`src/rtl/multicycle_ctrl.sv`:
```
// Multi-cycle RV32I control FSM.
// Steps each instruction through fetch, decode, execute, memory and writeback.
// Drives the PC, IR, register-file and data-memory enables plus the datapath mux selects.
// Waits on the data-memory ready handshake and parks in HALT on an illegal opcode.
// Outputs are combinational from the state register and the live inputs, so the
// enables act in the same cycle they are decided. Holding rst low forces every
// output to zero.
module multicycle_ctrl #(
    parameter int OPC_W = 7,
    parameter int ST_W  = 3
) (
    input  logic             clk,
    input  logic             rst,
    input  logic             run,
    input  logic [OPC_W-1:0] opcode,
    input  logic [2:0]       funct3,
    input  logic             br_eq,
    input  logic             br_lt,
    input  logic             mem_ready,
    output logic             ir_write,
    output logic             pc_write,
    output logic             pc_sel,
    output logic             reg_write,
    output logic             mem_read,
    output logic             mem_write,
    output logic             alu_src1,
    output logic             alu_src2,
    output logic [2:0]       alu_op,
    output logic [1:0]       mem_to_reg,
    output logic             retire,
    output logic             halted,
    output logic [ST_W-1:0]  state
);

    typedef enum logic [ST_W-1:0] {
        S_IF   = 3'd0,
        S_ID   = 3'd1,
        S_EX   = 3'd2,
        S_MEM  = 3'd3,
        S_WB   = 3'd4,
        S_HALT = 3'd5
    } state_t;

    localparam logic [OPC_W-1:0] OPC_R     = 7'b0110011;
    localparam logic [OPC_W-1:0] OPC_I     = 7'b0010011;
    localparam logic [OPC_W-1:0] OPC_LOAD  = 7'b0000011;
    localparam logic [OPC_W-1:0] OPC_STORE = 7'b0100011;
    localparam logic [OPC_W-1:0] OPC_BR    = 7'b1100011;
    localparam logic [OPC_W-1:0] OPC_JAL   = 7'b1101111;
    localparam logic [OPC_W-1:0] OPC_JALR  = 7'b1100111;
    localparam logic [OPC_W-1:0] OPC_LUI   = 7'b0110111;
    localparam logic [OPC_W-1:0] OPC_AUIPC = 7'b0010111;

    state_t state_q;
    state_t state_d;

    logic is_r_s, is_i_s, is_load_s, is_store_s, is_br_s;
    logic is_jal_s, is_jalr_s, is_lui_s, is_auipc_s, legal_s;
    logic taken_s;

    logic ir_write_s, pc_write_s, pc_sel_s, reg_write_s;
    logic mem_read_s, mem_write_s, retire_s, halted_s;
    logic alu_src1_s, alu_src2_s;
    logic [2:0] alu_op_s;
    logic [1:0] mem_to_reg_s;

    // Opcode class decode of the latched instruction.
    always_comb begin
        is_r_s     = (opcode == OPC_R);
        is_i_s     = (opcode == OPC_I);
        is_load_s  = (opcode == OPC_LOAD);
        is_store_s = (opcode == OPC_STORE);
        is_br_s    = (opcode == OPC_BR);
        is_jal_s   = (opcode == OPC_JAL);
        is_jalr_s  = (opcode == OPC_JALR);
        is_lui_s   = (opcode == OPC_LUI);
        is_auipc_s = (opcode == OPC_AUIPC);
        legal_s    = is_r_s | is_i_s | is_load_s | is_store_s | is_br_s |
                     is_jal_s | is_jalr_s | is_lui_s | is_auipc_s;
    end

    // Branch condition selected by funct3; the unused encodings are never taken.
    always_comb begin
        taken_s = 1'b0;
        case (funct3)
            3'b000:  taken_s = br_eq;
            3'b001:  taken_s = ~br_eq;
            3'b100:  taken_s = br_lt;
            3'b110:  taken_s = br_lt;
            3'b101:  taken_s = ~br_lt;
            3'b111:  taken_s = ~br_lt;
            default: taken_s = 1'b0;
        endcase
    end

    // Datapath mux selects, held steady from decode through writeback.
    always_comb begin
        alu_src1_s   = 1'b0;
        alu_src2_s   = 1'b0;
        alu_op_s     = 3'b000;
        mem_to_reg_s = 2'b00;
        if ((state_q == S_ID) || (state_q == S_EX) ||
            (state_q == S_MEM) || (state_q == S_WB)) begin
            if (is_r_s) begin
                alu_op_s = 3'b010;
            end else if (is_i_s) begin
                alu_src2_s = 1'b1;
                alu_op_s   = 3'b011;
            end else if (is_load_s) begin
                alu_src2_s   = 1'b1;
                mem_to_reg_s = 2'b01;
            end else if (is_store_s) begin
                alu_src2_s = 1'b1;
            end else if (is_br_s) begin
                alu_src1_s = 1'b1;
                alu_src2_s = 1'b1;
                alu_op_s   = 3'b001;
            end else if (is_jal_s) begin
                alu_src1_s   = 1'b1;
                alu_src2_s   = 1'b1;
                mem_to_reg_s = 2'b10;
            end else if (is_jalr_s) begin
                alu_src2_s   = 1'b1;
                mem_to_reg_s = 2'b10;
            end else if (is_lui_s) begin
                alu_src2_s = 1'b1;
                alu_op_s   = 3'b100;
            end else if (is_auipc_s) begin
                alu_src1_s = 1'b1;
                alu_src2_s = 1'b1;
            end else begin
                alu_op_s = 3'b000;
            end
        end else begin
            alu_op_s = 3'b000;
        end
    end

    // Next-state and enable logic for the instruction sequence.
    always_comb begin
        state_d     = state_q;
        ir_write_s  = 1'b0;
        pc_write_s  = 1'b0;
        pc_sel_s    = 1'b0;
        reg_write_s = 1'b0;
        mem_read_s  = 1'b0;
        mem_write_s = 1'b0;
        retire_s    = 1'b0;
        halted_s    = 1'b0;
        case (state_q)
            S_IF: begin
                // Pausing is only honoured here, at an instruction boundary.
                if (run) begin
                    ir_write_s = 1'b1;
                    state_d    = S_ID;
                end else begin
                    state_d = S_IF;
                end
            end
            S_ID: begin
                if (legal_s) begin
                    state_d = S_EX;
                end else begin
                    state_d = S_HALT;
                end
            end
            S_EX: begin
                if (is_load_s || is_store_s) begin
                    state_d = S_MEM;
                end else if (is_br_s) begin
                    pc_write_s = 1'b1;
                    pc_sel_s   = taken_s;
                    retire_s   = 1'b1;
                    state_d    = S_IF;
                end else begin
                    state_d = S_WB;
                end
            end
            S_MEM: begin
                // Request stays up through the cycle that sees mem_ready.
                if (is_load_s) begin
                    mem_read_s = 1'b1;
                    if (mem_ready) begin
                        state_d = S_WB;
                    end else begin
                        state_d = S_MEM;
                    end
                end else if (is_store_s) begin
                    mem_write_s = 1'b1;
                    if (mem_ready) begin
                        pc_write_s = 1'b1;
                        retire_s   = 1'b1;
                        state_d    = S_IF;
                    end else begin
                        state_d = S_MEM;
                    end
                end else begin
                    state_d = S_IF;
                end
            end
            S_WB: begin
                reg_write_s = 1'b1;
                pc_write_s  = 1'b1;
                retire_s    = 1'b1;
                pc_sel_s    = is_jal_s | is_jalr_s;
                state_d     = S_IF;
            end
            S_HALT: begin
                halted_s = 1'b1;
                state_d  = S_HALT;
            end
            default: begin
                state_d = S_IF;
            end
        endcase
    end

    // State register; a low rst returns the sequencer to fetch.
    always_ff @(posedge clk) begin
        if (!rst) begin
            state_q <= S_IF;
        end else begin
            state_q <= state_d;
        end
    end

    // Output gating: a low rst blanks every output, aborting any in-flight write.
    always_comb begin
        ir_write   = rst & ir_write_s;
        pc_write   = rst & pc_write_s;
        pc_sel     = rst & pc_sel_s;
        reg_write  = rst & reg_write_s;
        mem_read   = rst & mem_read_s;
        mem_write  = rst & mem_write_s;
        alu_src1   = rst & alu_src1_s;
        alu_src2   = rst & alu_src2_s;
        alu_op     = rst ? alu_op_s : 3'b000;
        mem_to_reg = rst ? mem_to_reg_s : 2'b00;
        retire     = rst & retire_s;
        halted     = rst & halted_s;
        state      = rst ? state_q : 3'd0;
    end

endmodule

```
`config.mk`:
```
export PLATFORM = sky130hd
export DESIGN_NAME = multicycle_ctrl
export DESIGN_NICKNAME = d
export VERILOG_FILES = /design/src/rtl/multicycle_ctrl.sv
export SDC_FILE = /design/constraint.sdc
export NUM_CORES = 1
export LEC_CHECK = 0
export CORE_MARGIN = 2
export CORE_UTILIZATION = 39
export DETAILED_ROUTE_END_ITERATION = 7
export GPL_ROUTABILITY_DRIVEN = 0
export PLACE_DENSITY = 0.83
export SLEW_MARGIN = 0
export SYNTH_ARGS = -nofsm -noshare
export SYNTH_HDL_FRONTEND = slang
export SYNTH_SLANG_ARGS = --single-unit
```
`constraint.sdc`:
```
create_clock -name clk -period 3.7 [get_ports clk]
set_input_delay 0.74 -clock clk [delete_from_list [all_inputs] [get_ports clk]]
set_output_delay 0.74 -clock clk [all_outputs]
set_load 0.01 [all_outputs]
```
==> results.toml <==
[status]
outcome = "finished, final reports clean"

[timing]
setup_tns_ns = 0
whs_ns = 0.630
slew_headroom = 0.731
period_minus_slack_ns = 3.47
drv_slew = 0
rsz0062_at_grt = "no"
fin_crit_sh = 0.939
setup_violations = 0
max_freq_ghz = 0.288
finalClockSkew_ns = 0.00852
finalHoldViolations = 0
worstMarginPinSlew_ns = 0.400

[global_routing]
grt_max_degree = 10
grt_pass1_wl_um = 2680
antenna_found_initial = 0
globalRouteOverflowTotal = 0
grt_usage = 0.198
grt_pass1_vias = 655

[clock_network]
post-cts-setup-buffers = 0
cts_hold_buf = 0
path_clk_slew_ns = 0.04
cts_max_level = 1
insertion_delay_ns = 0.25
post_cts_resized = 0
clock-root-buffer = "clkbuf_4"
cts_buffer_depth = 2
cts_tree = "built"
numCtsBuffers = 3
cts.sinks = 3

[drt]
antenna_left = 0
firstDrtPassIters = 4
drt-total-wl_um = 1620
viasPerCell = 5.51
vias = 689
drt_iter0_drc = 16
drt-wirelength-per-cell_um = 13.0
drc = 0

[pwr]
seq_power_share = 0.227
p_int_uw = 116
power_switching_uw = 63.4
clkPwrFrac = 0.356
ir_drop_uv = 163
pwr-share-comb = 0.417
netSwitchingFraction = 0.354
cellLeakagePower_uw = 0.000333
powerDensity_nw_per_um2 = 198

[synth]
syn_area_um2 = 551
synth-seq-cells = 3
yosys_warnings = 0
synth_top_area_cell = "dfxtp_1"
ys_types = 37
synth_nets = 93
yosys.area.top_type_share = 0.109
synth_most_common_cell = "nor2_1"
synth_area_leaders = "dfxtp_1 11%, nor3_1 6.4%, o311ai_2 5.9%"
synthCells = 77
yosysSeqAreaShare = 0.109
async_flop_share = 0
synth.cells.most_frequent = "8 x nor2_1, 7 x nor3_1, 6 x inv_1, 6 x nand2_1, 4 x nand3_1"
avgSynthCellArea_um2 = 7.15
synth_edf_count = 0
ys.flop_type = "dfxtp_1"

[setup_path]
worst-path-buf-inv = 2
end_kind = "output pin"
path_cells = "clkdlybuf4s50_1 > nand4bb_4 > nor4_1 > a21o_1 > clkdlybuf4s50_1"
crit_type = "input port to output pin"
worstPathArrival_ns = 2.73
crit_required_ns = 2.96
start_kind = "input port"
worst_path_most_repeated_cell = "clkdlybuf4s50_1"
critical_path.slowest_cell = "clkdlybuf4s50_1"
cpLargestDelayFamily = "buffers and inverters"
cp_max_fo = 7
cp_slowest_stage_delay_ns = 0.54

[floorplanning]
initial_core_util = 0.418
fp.dieW_um = 41.6
io_pins = 34
die_area_um2 = 1730
die_y_um = 41.6
coreArea_um2 = 1320
row_count = 13

[layout]
final_area_um2 = 905
reg_top3 = "state_q x3"
antennaDiodeCount = 0
top_register = "state_q"
nets = 127
drive_above_1_share = 0.0909
area_delta_synth_final_pct = 64.3
largest_reg_flops = 3
fillers = 119

[placement]
hpwlAfterDp_um = 1300
portBuffers = 33
place_area_um2 = 878

[flow_run]
cap_violations = 0

[min_path]
min_path_type = "register to register"
-- layout by cell type, fill, tap and decap left out, drive strengths merged, types with 2 or more instances in the layout --
cell	n
clkdlybuf4s50	33
nor2	8
nor3	7
nand2	6
inv	6
nand3	4
clkbuf	4
nand2b	3
nor4	3
a21oi	3
dfxtp	3
xnor2	2
nor3b	2
nand4	2
nor2b	2
o21ai	2
o311ai	2
-- final cells by class --
type / count / area [µm²] / share of cell area
multi-input combinational: 64 / 447 / 0.494
timing repair buffer: 33 / 330 / 0.365
sequential: 3 / 60.1 / 0.0664
clock buffer: 4 / 26.3 / 0.0290
inverter: 6 / 22.5 / 0.0249
tap: 15 / 18.8 / 0.0207
-- routing by layer --
metal,vias to the layer above,global-route usage,routed length [µm]
met2,35,0.353,792
met4,0,0.123,25
met5,-,0,0
met1,302,0.197,657
met3,2,0.0609,149
li1,350,-,-
-- cells by family after synthesis --
group	count (synthesis)	share of synthesized area
buffers and inverters	10	0.0795
xor gates and xnor gates	3	0.0477
muxes	1	0.0182
DFF	3	0.109
and+or+nand+nor	47	0.555
AOI/OAI and AO/OA	13	0.191
-- power groups by stage --
stage	sequential, µW	combinational, µW	clock [µW]
after floorplan	37.7	43.1	0
after global placement	41.1	73.8	0
after detailed placement	41.1	74.9	0
after CTS	40.5	75.3	65.8
after global routing	41.3	82.9	66.4
final	40.7	74.7	63.7
-- final timing paths --
check             start         end  slack, ns  cells after the start
min          state_q[2]  state_q[0]       0.63                      1
max reg2reg  state_q[0]  state_q[0]       2.54                      3
max           opcode[2]      retire       0.23                      5
min reg2reg  state_q[2]  state_q[0]       0.63                      1
-- per-stage QoR --
| step | setup WS (ns) | power [µW] | util | std cells |
|---|---|---|---|---|
| 4_1_cts | 0.217 | 182 | 0.687 | 125 |
| 3_3_place_gp | 0.252 | 115 | 0.667 | 121 |
| 3_5_place_dp | 0.254 | 116 | 0.667 | 121 |
| 5_1_grt | 0.135 | 191 | 0.687 | 125 |
| 2_1_floorplan | 1.07 | 80.8 | - | 77 |
| 6_report | 0.225 | 179 | 0.687 | 125 |
Power figures use the tool's default switching activity.
